`src/rtl/ureg_pkg.sv`:
```
// rtl/ureg_pkg.sv - shared mode encodings and helpers for universal_register
package ureg_pkg;

  localparam int MODE_W = 3;

  typedef enum logic [MODE_W-1:0] {
    MODE_HOLD = 3'b000,
    MODE_LOAD = 3'b001,
    MODE_SHL  = 3'b010,
    MODE_SHR  = 3'b011,
    MODE_ROTL = 3'b100,
    MODE_ROTR = 3'b101,
    MODE_INC  = 3'b110,
    MODE_DEC  = 3'b111
  } mode_e;

  function automatic logic is_shift(input mode_e m);
    return (m == MODE_SHL) || (m == MODE_SHR) || (m == MODE_ROTL) || (m == MODE_ROTR);
  endfunction

  function automatic logic is_arith(input mode_e m);
    return (m == MODE_INC) || (m == MODE_DEC);
  endfunction

endpackage

```
`src/rtl/ureg_bit_cell.sv`:
```
// rtl/ureg_bit_cell.sv - one register bit: next-value mux plus flip-flop
module ureg_bit_cell
  import ureg_pkg::*;
#(
  parameter logic RST_BIT = 1'b0
) (
  input  logic  i_clk,
  input  logic  i_rst,
  input  logic  i_set,
  input  logic  i_en,
  input  mode_e i_mode,
  input  logic  i_d,
  input  logic  i_lo,
  input  logic  i_hi,
  input  logic  i_arith,
  output logic  o_q
);

  logic r_q;
  logic w_next;

  // i_lo feeds left moves (from the lower bit), i_hi feeds right moves
  always_comb begin
    w_next = r_q;
    if (i_en) begin
      case (i_mode)
        MODE_LOAD:           w_next = i_d;
        MODE_SHL, MODE_ROTL: w_next = i_lo;
        MODE_SHR, MODE_ROTR: w_next = i_hi;
        MODE_INC, MODE_DEC:  w_next = i_arith;
        default:             w_next = r_q;
      endcase
    end
  end

  always_ff @(posedge i_clk) begin
    if (i_rst)      r_q <= RST_BIT;
    else if (i_set) r_q <= 1'b1;
    else            r_q <= w_next;
  end

  assign o_q = r_q;

endmodule

```
`src/rtl/universal_register.sv`:
```
// rtl/universal_register.sv - load/shift/rotate/count register with SO, CO and Z flags
module universal_register
  import ureg_pkg::*;
#(
  parameter int               WIDTH     = 8,
  parameter logic [WIDTH-1:0] RESET_VAL = '0
) (
  input  logic             CLK,
  input  logic             R,
  input  logic             S,
  input  logic [2:0]       MODE,
  input  logic             EN,
  input  logic [WIDTH-1:0] D,
  input  logic             SI,
  output logic [WIDTH-1:0] Q,
  output logic             SO,
  output logic             CO,
  output logic             Z
);

  mode_e            w_mode;
  logic [WIDTH-1:0] w_q;
  logic [WIDTH-1:0] w_lo;
  logic [WIDTH-1:0] w_hi;
  logic [WIDTH-1:0] w_arith;
  logic             w_so_next;
  logic             w_co_next;
  logic             r_so;
  logic             r_co;

  assign w_mode = mode_e'(MODE);

  // Rotates recirculate the outgoing end bit; plain shifts take SI instead
  assign w_lo    = {w_q[WIDTH-2:0], (w_mode == MODE_ROTL) ? w_q[WIDTH-1] : SI};
  assign w_hi    = {(w_mode == MODE_ROTR) ? w_q[0] : SI, w_q[WIDTH-1:1]};
  assign w_arith = (w_mode == MODE_INC) ? w_q + WIDTH'(1) : w_q - WIDTH'(1);

  assign w_so_next = ((w_mode == MODE_SHL) || (w_mode == MODE_ROTL)) ? w_q[WIDTH-1] : w_q[0];
  assign w_co_next = (w_mode == MODE_INC) ? (&w_q) : ~(|w_q);

  for (genvar i = 0; i < WIDTH; i++) begin : g_bit
    ureg_bit_cell #(
      .RST_BIT (RESET_VAL[i])
    ) u_cell (
      .i_clk   (CLK),
      .i_rst   (R),
      .i_set   (S),
      .i_en    (EN),
      .i_mode  (w_mode),
      .i_d     (D[i]),
      .i_lo    (w_lo[i]),
      .i_hi    (w_hi[i]),
      .i_arith (w_arith[i]),
      .o_q     (w_q[i])
    );
  end

  always_ff @(posedge CLK) begin
    if (R || S) begin
      r_so <= 1'b0;
      r_co <= 1'b0;
    end else if (EN) begin
      if (is_shift(w_mode)) r_so <= w_so_next;
      if (is_arith(w_mode)) r_co <= w_co_next;
    end
  end

  assign Q  = w_q;
  assign SO = r_so;
  assign CO = r_co;
  assign Z  = ~(|w_q);

endmodule

```
`config.mk`:
```
export PLATFORM = sky130hd
export DESIGN_NAME = universal_register
export DESIGN_NICKNAME = d
export VERILOG_FILES = /design/src/rtl/ureg_pkg.sv /design/src/rtl/ureg_bit_cell.sv /design/src/rtl/universal_register.sv
export SDC_FILE = /design/constraint.sdc
export NUM_CORES = 1
export LEC_CHECK = 0
export ABC_CLOCK_PERIOD_IN_PS = 2200
export BUFFER_PORTS_ARGS = -buffer_cell sky130_fd_sc_hd__buf_2
export CELL_PAD_IN_SITES_DETAIL_PLACEMENT = 1
export CELL_PAD_IN_SITES_GLOBAL_PLACEMENT = 2
export CORE_MARGIN = 2
export CORE_UTILIZATION = 27
export DETAILED_ROUTE_END_ITERATION = 6
export PLACE_DENSITY = 0.83
export RECOVER_POWER = 25
export SLEW_MARGIN = 20
export SYNTH_ARGS = -nofsm -noshare
export SYNTH_HDL_FRONTEND = slang
export SYNTH_SLANG_ARGS = --single-unit
```
`constraint.sdc`:
```
create_clock -name CLK -period 2.2 [get_ports CLK]
set_input_delay 0.44 -clock CLK [delete_from_list [all_inputs] [get_ports CLK]]
set_output_delay 0.44 -clock CLK [all_outputs]
set_load 0.01 [all_outputs]
```
=== Yosys cells after proc, flatten, opt, wreduce, memory -nomap -nowiden ===
Index checks and enable logic that the tools add are counted.

* Bits in registers: 10
* Bits of input ports: 16
* Output and inout port bits: 11
* Word-level logic and storage cells: 65

* $add $sub $neg: 2
* Equal/unequal tests: 7
* Muxes and demuxes: 29
* Bitwise logic cells: 1
* Reduce and logical (&&, ||, !) cells: 16

{| class="wikitable"
|+ Operators with widths
! cell !! number
|-
| case mux 1 bit (4 select lines) || 8
|-
| two-way mux 1 bit || 20
|-
| == test 3 bit, second input constant || 4
|-
| adder 8 x 1 -> 8 bit, second input constant || 1
|-
| two-way mux 8 bit || 1
|-
| AND reduction 8 bit || 1
|-
| OR reduction 8 bit || 1
|-
| subtractor 8 x 1 -> 8 bit, second input constant || 1
|-
| == test 3 x 2 -> 1 bit, second input constant || 2
|-
| logical OR 1 bit || 6
|-
| AND reduction 2 bit || 3
|-
| OR reduction 2 bit || 3
|-
| nonzero test 5 bit || 1
|-
| == test 3 x 1 -> 1 bit, second input constant || 1
|-
| nonzero test 2 bit || 1
|-
| inverter 1 bit || 1
|}

=== Longest topological paths before layout ===
Gate-level depths: netlist of the first run.

* Depth in word-level cells: 5
* Depth in mapped cells: 9
* Gate-level depth less buffers: 8

=== By module ===
Synthesis of the first run repeated with hierarchy kept, for this count alone.

* Cell total of the unflattened synthesis: 148
* Area total of the unflattened synthesis: 1333.8 sq um

{| class="wikitable"
|+ Modules (own cells, without submodules)
! module !! times used !! cells each !! area each (sq um) !! seq. area each (sq um)
|-
| ureg_bit_cell || 8 || 10 || 100.1 || 20.0
|-
| universal_register || 1 || 68 || 533.0 || 40.0
|}

=== Worst setup path before layout of the first run ===
Ideal clock, no wire load.

* Path type: input -> register
* From: input MODE[1]
* To: register g_bit[6].u_cell.r_q
* Library setup time: 0.091 ns
* Arrival time: 2.279 ns
* Required time: 2.109 ns
* Path slack: -0.169 ns
* Stages on the path: 9
* Path buffers: 1
* Path through: buf_6 and2_1 nand2b_1 fa_1 a21o_1 o2bb2ai_1 nor4b_1 a21oi_1 a311oi_1

* Longest elaborated chain between the ends: 5
* Elaborated cells on any way between the ends: 16
* Those cells by class: eq/ne: 7; mux: 4; reduce/logical: 5

{| class="wikitable"
|+ Ends and longest elaborated chain
! item !! RTL line !! text
|-
| from (decl) || universal_register.sv:11 || <nowiki>input logic [2:0] MODE,</nowiki>
|-
| == test 3 bit, or another cell as far along || ureg_bit_cell.sv:26, universal_register.sv:36 ||
|-
| two-way mux 8 bit or OR reduction 2 bit (tied branches) || universal_register.sv:36, ureg_bit_cell.sv:26 ||
|-
| case mux 1 bit (4 select lines) || ureg_bit_cell.sv:26 || <nowiki>case (i_mode)</nowiki>
|-
| two-way mux 1 bit || ureg_bit_cell.sv:25 || <nowiki>if (i_en) begin</nowiki>
|-
| two-way mux 1 bit || ureg_bit_cell.sv:38 || <nowiki>else if (i_set) r_q <= 1'b1;</nowiki>
|-
| to (signal assigned) || ureg_bit_cell.sv:39 || <nowiki>else r_q <= w_next;</nowiki>
|-
| to (decl) || ureg_bit_cell.sv:19 || <nowiki>logic r_q;</nowiki>
|}

Several ways; a longest one is shown, not always the timed one. The select of a mux whose other input is x is not followed.
A chain may end at the register's enable or synchronous reset.

=== Worst setup path after layout of the first run ===
* From: input MODE[2]
* To: register g_bit[5].u_cell.r_q

* Longest elaborated chain between the ends: 5
* Elaborated cells on any way between the ends: 16
* Those cells by class: eq/ne: 7; mux: 4; reduce/logical: 5

{| class="wikitable"
|+ Ends and longest elaborated chain
! item !! RTL line
|-
| == test 3 bit, or another cell as far along || ureg_bit_cell.sv:26, universal_register.sv:36
|-
| two-way mux 8 bit or OR reduction 2 bit (tied branches) || universal_register.sv:36, ureg_bit_cell.sv:26
|-
| case mux 1 bit (4 select lines) || ureg_bit_cell.sv:26
|-
| two-way mux 1 bit || ureg_bit_cell.sv:25
|-
| two-way mux 1 bit || ureg_bit_cell.sv:38
|-
| to (signal assigned) || ureg_bit_cell.sv:39
|-
| to (decl) || ureg_bit_cell.sv:19
|}

Several ways; a longest one is shown, not always the timed one. The select of a mux whose other input is x is not followed.

==> results.yml, run 1 <==
status:
  status: "finished clean"
power_and_ir_drop:
  powerDensity_nw_per_um2: 538
  power_leakage_nw: 0.583
  vdd_ir_drop_max_v: 0.000143
timing:
  final-hold-violation-count: 0
  timing.max_slew.rel_slack_pct: 61.2
  grt_setup_unrepaired: "false"
  setup_viol: 0
  finalMaxSlewViolations: 0
  worst_pin_slew_ps: 582
  achievable-frequency_mhz: 494
  fin_crit_ps: 2030
  portion_of_the_clock_cycle_consumed_by_the_worst_path_in_the_final_layout_pct: 92.1
  final.setup.tns_ps: 0
  clock-skew-final_ps: 7.38
final_layout:
  design.final.nets: 198
  insertedDiodeCount: 0
  stdcell_area_um2: 1380
  areaGrowthSynthToFinish_pct: 18.3
  fraction_of_final_layout_cells_with_drive_strength_greater_than_1_pct: 27.3
  multiInputGateArea_um2: 843
  finalCoreUtilization_pct: 33.9
  fill_cells: 505
  layout.area.seq_um2: 200
cts:
  h_tree_depth: 1
  cts.reportedPaths.clkPinSlew_ps: 50
  root_buffer: "clkbuf_8"
  tritoncts_num_sinks: 10
  clockBufferDepth: 2
  ctsResizeCount: 0
  cts_post_setup_buffers_inserted: 0
  cts_inserted_buffers: 3
  clock_latency_ps: 240
  cts-hold-fix-buffers: 0
  tritoncts: "built"
routing:
  drt-pass1-iter-count: 4
  drt-wirelength-per-cell_um: 16.4
  remaining_drc_errors: 0
  drt_iter0_markers: 90
  routed-via-count: 1185
  antenna_violating_nets_post_route: 0
  post_drt_via_cell_ratio: 5.34
  drt-total-wl_um: 3640
global_route:
  grt_start_max_net_pins: 25
  grt_first_pass_wirelength_um: 6240
  grt.total_usage_pct: 15.9
  gr-total-overflow: 0
  antenna_found_initial: 0
  first_global_vias: 1291
setup_path:
  timing.critical_path.slowest_cell_delay_ps: 370
  worst-r2r-cell-count: 6
  r2r-end: "g_bit[6].u_cell.o_q"
  worstSetupStartpointType: "input port"
  critPathMaxFanout: 24
  worstSetupEndpointType: "flop"
  critPathSlowestCell: "o31ai_2"
  worstSetupPathType: "in2reg"
  startpoint_of_the_worst_slack_reg_to_reg_timing_path: "g_bit[2].u_cell.o_q"
  path_cells: "buf_2 > clkbuf_2 > o31ai_2 > or2_2 > a211oi_1 > buf_4 > a211o_1 > a21oi_1"
  timing.critical_path.arrival_ps: 2200
  data_required_time_of_the_critical_path_ps: 2370
  reg2reg_setup_slack_ps: 390
placement:
  gp_congestion: 0.875
  buffer_ports.inserted: 26
  dp_hpwl_um: 2850
  post_dp_cell_area_um2: 1340
synth:
  postSynthNetCount: 170
  synth_area_leaders: "dfxtp_1 17%, ha_1 7.5%, a21oi_1 6.5%, buf_4 6.5%, nor2_1 6.5%"
  synth.top_cell.area_share_pct: 17.2
  synthDominantAreaCellType: "dfxtp_1"
  yosys_register_bits: 10
  count_of_flip_flops_with_a_built_in_enable_after_synthesis: 0
  asyncSetResetFlopFracSynth_pct: 0
  netlist_instances: 146
  ys_seq_area_share_pct: 17.2
  mappedNetlistArea_um2: 1160
  yosys_most_used_dff: "dfxtp_1"
  mean_area_per_synthesized_cell_um2: 7.96
  synth_warnings: 0
  yosysUniqueCellTypes: 43
worst_hold_path:
  min_from: "S"
  timing.hold.worst.class: "in2reg"
  min_path_cells: 2
  hold_path_endpoint: "CO"
run:
  drv_cap: 0
floorplan:
  rows: 23
  start_util_pct: 28.6
  core_area_um2: 4060
  die_height_um: 69.6
  floorplan.die_area_um2: 4850
  die_width_um: 69.6
  top_level_ports: 27
-- critical path, delay by kind of cell --
kind / cells / cell delay (ps)
AOI/OAI and AO/OA: 4 / 830
buffers and inverters: 3 / 660
and+or+nand+nor: 1 / 260
-- final cells by class --
class                   instances  area share [%]
well taps                      50            4.55
multi-input cells             118            61.3
repair buffers                 39            16.0
inverters                       2           0.546
clock buffers                   3            3.00
flip-flops and latches         10            14.6
-- power by group --
| group | leakage [nW] | switching, W | total [W] | internal (W) |
|---|---|---|---|---|
| Combinational | 0.478 | 0.000170 | 0.000315 | 0.000145 |
| Sequential | 0.0834 | 0.0000300 | 0.000228 | 0.000198 |
| Clock | 0.0216 | 0.0000768 | 0.000197 | 0.000120 |
| Total | 0.583 | 0.000277 | 0.000740 | 0.000463 |
-- state kept, by name, indices dropped and copies added, names as in the netlist --
register and cells:
CO 1, SO 1, g_bit.u_cell.o_q 8
-- per-stage QoR --
step           std cells  hold slack (ps)  total power, W  setup WS, ps
3_3_place_gp         219              497        0.000538          57.2
4_1_cts              222              439        0.000744           243
6_report             222              432        0.000740           175
5_1_grt              222              443        0.000794          46.9
2_1_floorplan        146              511        0.000456          26.4
3_5_place_dp         219              529        0.000549          12.2
-- worst max-delay path by stage --
stage / end / cells after the start / start
after global placement: g_bit[6].u_cell.o_q / 9 / MODE[2]
final: g_bit[5].u_cell.o_q / 8 / MODE[2]
after CTS: Z / 4 / g_bit[1].u_cell.o_q
after floorplan: g_bit[6].u_cell.o_q / 9 / MODE[1]
after detailed placement: g_bit[6].u_cell.o_q / 9 / MODE[2]
after global routing: g_bit[5].u_cell.o_q / 8 / MODE[2]
-- cell usage after synthesis (all sizes together) (3+ instances only) --
cell type  count
a211oi         9
a21oi         15
buf           15
dfxtp         10
ha             7
mux2i          7
nand2          8
nand2b         3
nand3b         3
nor2          20
nor3           5
o21ai          5
xnor2          5
-- cells by family (layout without fill, tap and decap cells) --
family / count (synthesis) / count (layout) / share of synthesized area (%)
DFF: 10 / 10 / 17.2
adders and majority gates: 8 / 8 / 9.26
and+or+nand+nor: 55 / 55 / 24.8
AOI/OAI and AO/OA: 41 / 41 / 24.8
xor gates and xnor gates: 7 / 7 / 6.89
buffers and inverters: 18 / 44 / 11.1
muxes: 7 / 7 / 6.03
-- metal layers --
layer	share of wire, %	GRT usage [%]	vias up
li1	-	-	583
met1	45	19.7	572
met2	50	27.6	24
met3	3.0	2.03	6
met4	2.2	6.62	0
met5	0	0	-
-- layout by cell type (no fill, tap or decap), types with 3 or more instances in the layout --
| master | instances |
|---|---|
| mux2i_1 | 7 |
| a211oi_1 | 9 |
| o21ai_0 | 4 |
| xnor2_1 | 5 |
| nand3b_1 | 3 |
| nor2_1 | 20 |
| buf_4 | 12 |
| nor3_1 | 5 |
| dfxtp_1 | 10 |
| clkbuf_1 | 4 |
| clkbuf_8 | 3 |
| buf_2 | 22 |
| a21oi_1 | 15 |
| ha_1 | 7 |
| nand2_1 | 7 |
Power figures use the tool's default switching activity.
==> run 2, diff against run 1 <==
--- a/config.mk
+++ b/config.mk
@@ -14,6 +14,7 @@
 export DETAILED_ROUTE_END_ITERATION = 6
 export PLACE_DENSITY = 0.83
 export RECOVER_POWER = 25
+export SETUP_SLACK_MARGIN = 0.4
 export SLEW_MARGIN = 20
 export SYNTH_ARGS = -nofsm -noshare
 export SYNTH_HDL_FRONTEND = slang
==> run 2 against run 1 <==
Clock power is 23% higher. Non-clock buffer count up 2. Combinational power grew 16%. First-iteration DRC count decreased by 56%. Critical path depth is 5 lower. Total power rose by 13%. Critical path type is now reg2out. Worst setup slack improved by 130 ps. Via count is 1.4% higher. Final cell count grew 1.4%.
==> results.yml, run 2 (synthesis gave the netlist of run 1 again) <==
floorplan:
  floorplan.die_area_um2: 4850
  die_height_um: 69.6
  core_area_um2: 4060
  top_level_ports: 27
  rows: 23
  start_util_pct: 28.6
  die_width_um: 69.6
global_route:
  grt_start_max_net_pins: 25
  grt.total_usage_pct: 17.7
  gr-total-overflow: 0
  first_global_vias: 1310
  grt_first_pass_wirelength_um: 6870
  antenna_found_initial: 0
final_layout:
  fill_cells: 486
  layout_commonest_cell: "buf_2"
  fraction_of_final_layout_cells_with_drive_strength_greater_than_1_pct: 39.4
  areaGrowthSynthToFinish_pct: 30.9
  multiInputGateArea_um2: 928
  finalNonFillerCells: 225
  insertedDiodeCount: 0
  largest_register_ffs: 8
  design.final.nets: 200
  layout.area.seq_um2: 214
  layout.cells.most_common_list: "20 x buf_2, 19 x nor2_1, 14 x buf_4, 13 x a21oi_1, 8 x a211oi_1"
power_and_ir_drop:
  powerDensity_nw_per_um2: 549
  power_leakage_nw: 0.615
  vdd_ir_drop_max_v: 0.000262
timing:
  portion_of_the_clock_cycle_consumed_by_the_worst_path_in_the_final_layout_pct: 86.2
  worst_pin_slew_ps: 425
  final.setup.tns_ps: 0
  achievable-frequency_mhz: 528
  finalMaxSlewViolations: 0
  clock-skew-final_ps: 0.770
  grt_setup_unrepaired: "true"
  finalHoldWorstSlack_ps: 432
  timing.max_slew.rel_slack_pct: 71.7
  final-hold-violation-count: 0
  fin_crit_ps: 1900
  setup_viol: 0
cts:
  cts-hold-fix-buffers: 0
  cts.reportedPaths.clkPinSlew_ps: 50
  cts_inserted_buffers: 3
  clockBufferDepth: 2
  root_buffer: "clkbuf_8"
  tritoncts_num_sinks: 10
  h_tree_depth: 1
  tritoncts: "built"
  clock_latency_ps: 240
setup_path:
  worstSetupPathType: "reg2out"
  timing.critical_path.arrival_ps: 1460
  worstSetupEndpointType: "primary output"
  data_required_time_of_the_critical_path_ps: 1760
  critPathMaxFanout: 8
  worstSetupStartpointType: "flop"
routing:
  remaining_drc_errors: 0
  antenna_violating_nets_post_route: 0
  drt_iter0_markers: 40
  drt-wirelength-per-cell_um: 18.4
  post_drt_via_cell_ratio: 5.34
  drt-total-wl_um: 4130
  routed-via-count: 1202
  drt-pass1-iter-count: 4
run:
  drv_cap: 0
worst_hold_path:
  timing.hold.worst.class: "in2reg"
status:
  status: "finished clean"
placement:
  dp_hpwl_um: 3000
  gp_congestion: 0.831
  placed_cells_incl_taps: 214
  buffer_ports.inserted: 26
-- run 2: cell count changes in the layout (fill, tap and decap cells not counted), sizes merged --
cell / before / now
buf: 34 / 37
-- run 2: worst paths after layout --
kind                                           from                  end  slack [ps]  cells past startpoint
worst max-delay path            g_bit[1].u_cell.o_q                    Z         300                      3
worst min-delay path                              S                   SO         430                      2
worst max register to register  g_bit[1].u_cell.o_q  g_bit[6].u_cell.o_q         450                      6
worst min register to register                   SO                   SO         530                      2
-- run 2: where the power goes --
group / internal, W / switching [W] / total, W
sequential: 0.000199 / 0.0000268 / 0.000226
clock: 0.000158 / 0.0000849 / 0.000243
combinational: 0.000168 / 0.000197 / 0.000366
-- run 2: area by class of cell --
type | count | share of cell area [%]
clock buffers | 4 | 3.62
inverters | 2 | 0.493
multi-input cells | 118 | 61.0
flip-flops and latches | 10 | 14.1
well taps | 50 | 4.11
repair buffers | 41 | 16.7
-- run 2: per-stage QoR --
stage / power [W] / setup slack (ps) / utilization, % / cell area, um^2
floorplan: 0.000471 / 112 / - / 1220
global placement: 0.000538 / 103 / 32.9 / 1340
detailed placement: 0.000553 / 23.4 / 32.9 / 1340
CTS: 0.000832 / 373 / 37.1 / 1500
global route: 0.000890 / 246 / 37.5 / 1520
finish: 0.000835 / 304 / 37.5 / 1520
-- run 2: repair_timing --
action	4_1_cts	5_1_grt
resized for setup	18	5
pin swaps	5	5
cloned	0	0
setup buffers	5	2
setup endpoints to repair	4	6
-- run 2: worst max-delay path, cell delays in order, from the launching register on --
cell and delay (ps):
dfxtp_1 420, or4_4 550, nor2_4 130, buf_6 110
-- run 2: metal layers --
| metal | up-vias | GRT usage (%) | share of wire, % |
|---|---|---|---|
| met5 | - | 0 | 0 |
| met3 | 2 | 4.22 | 3.5 |
| li1 | 589 | - | - |
| met4 | 0 | 1.92 | 0.36 |
| met1 | 586 | 21.5 | 44 |
| met2 | 25 | 32.6 | 52 |
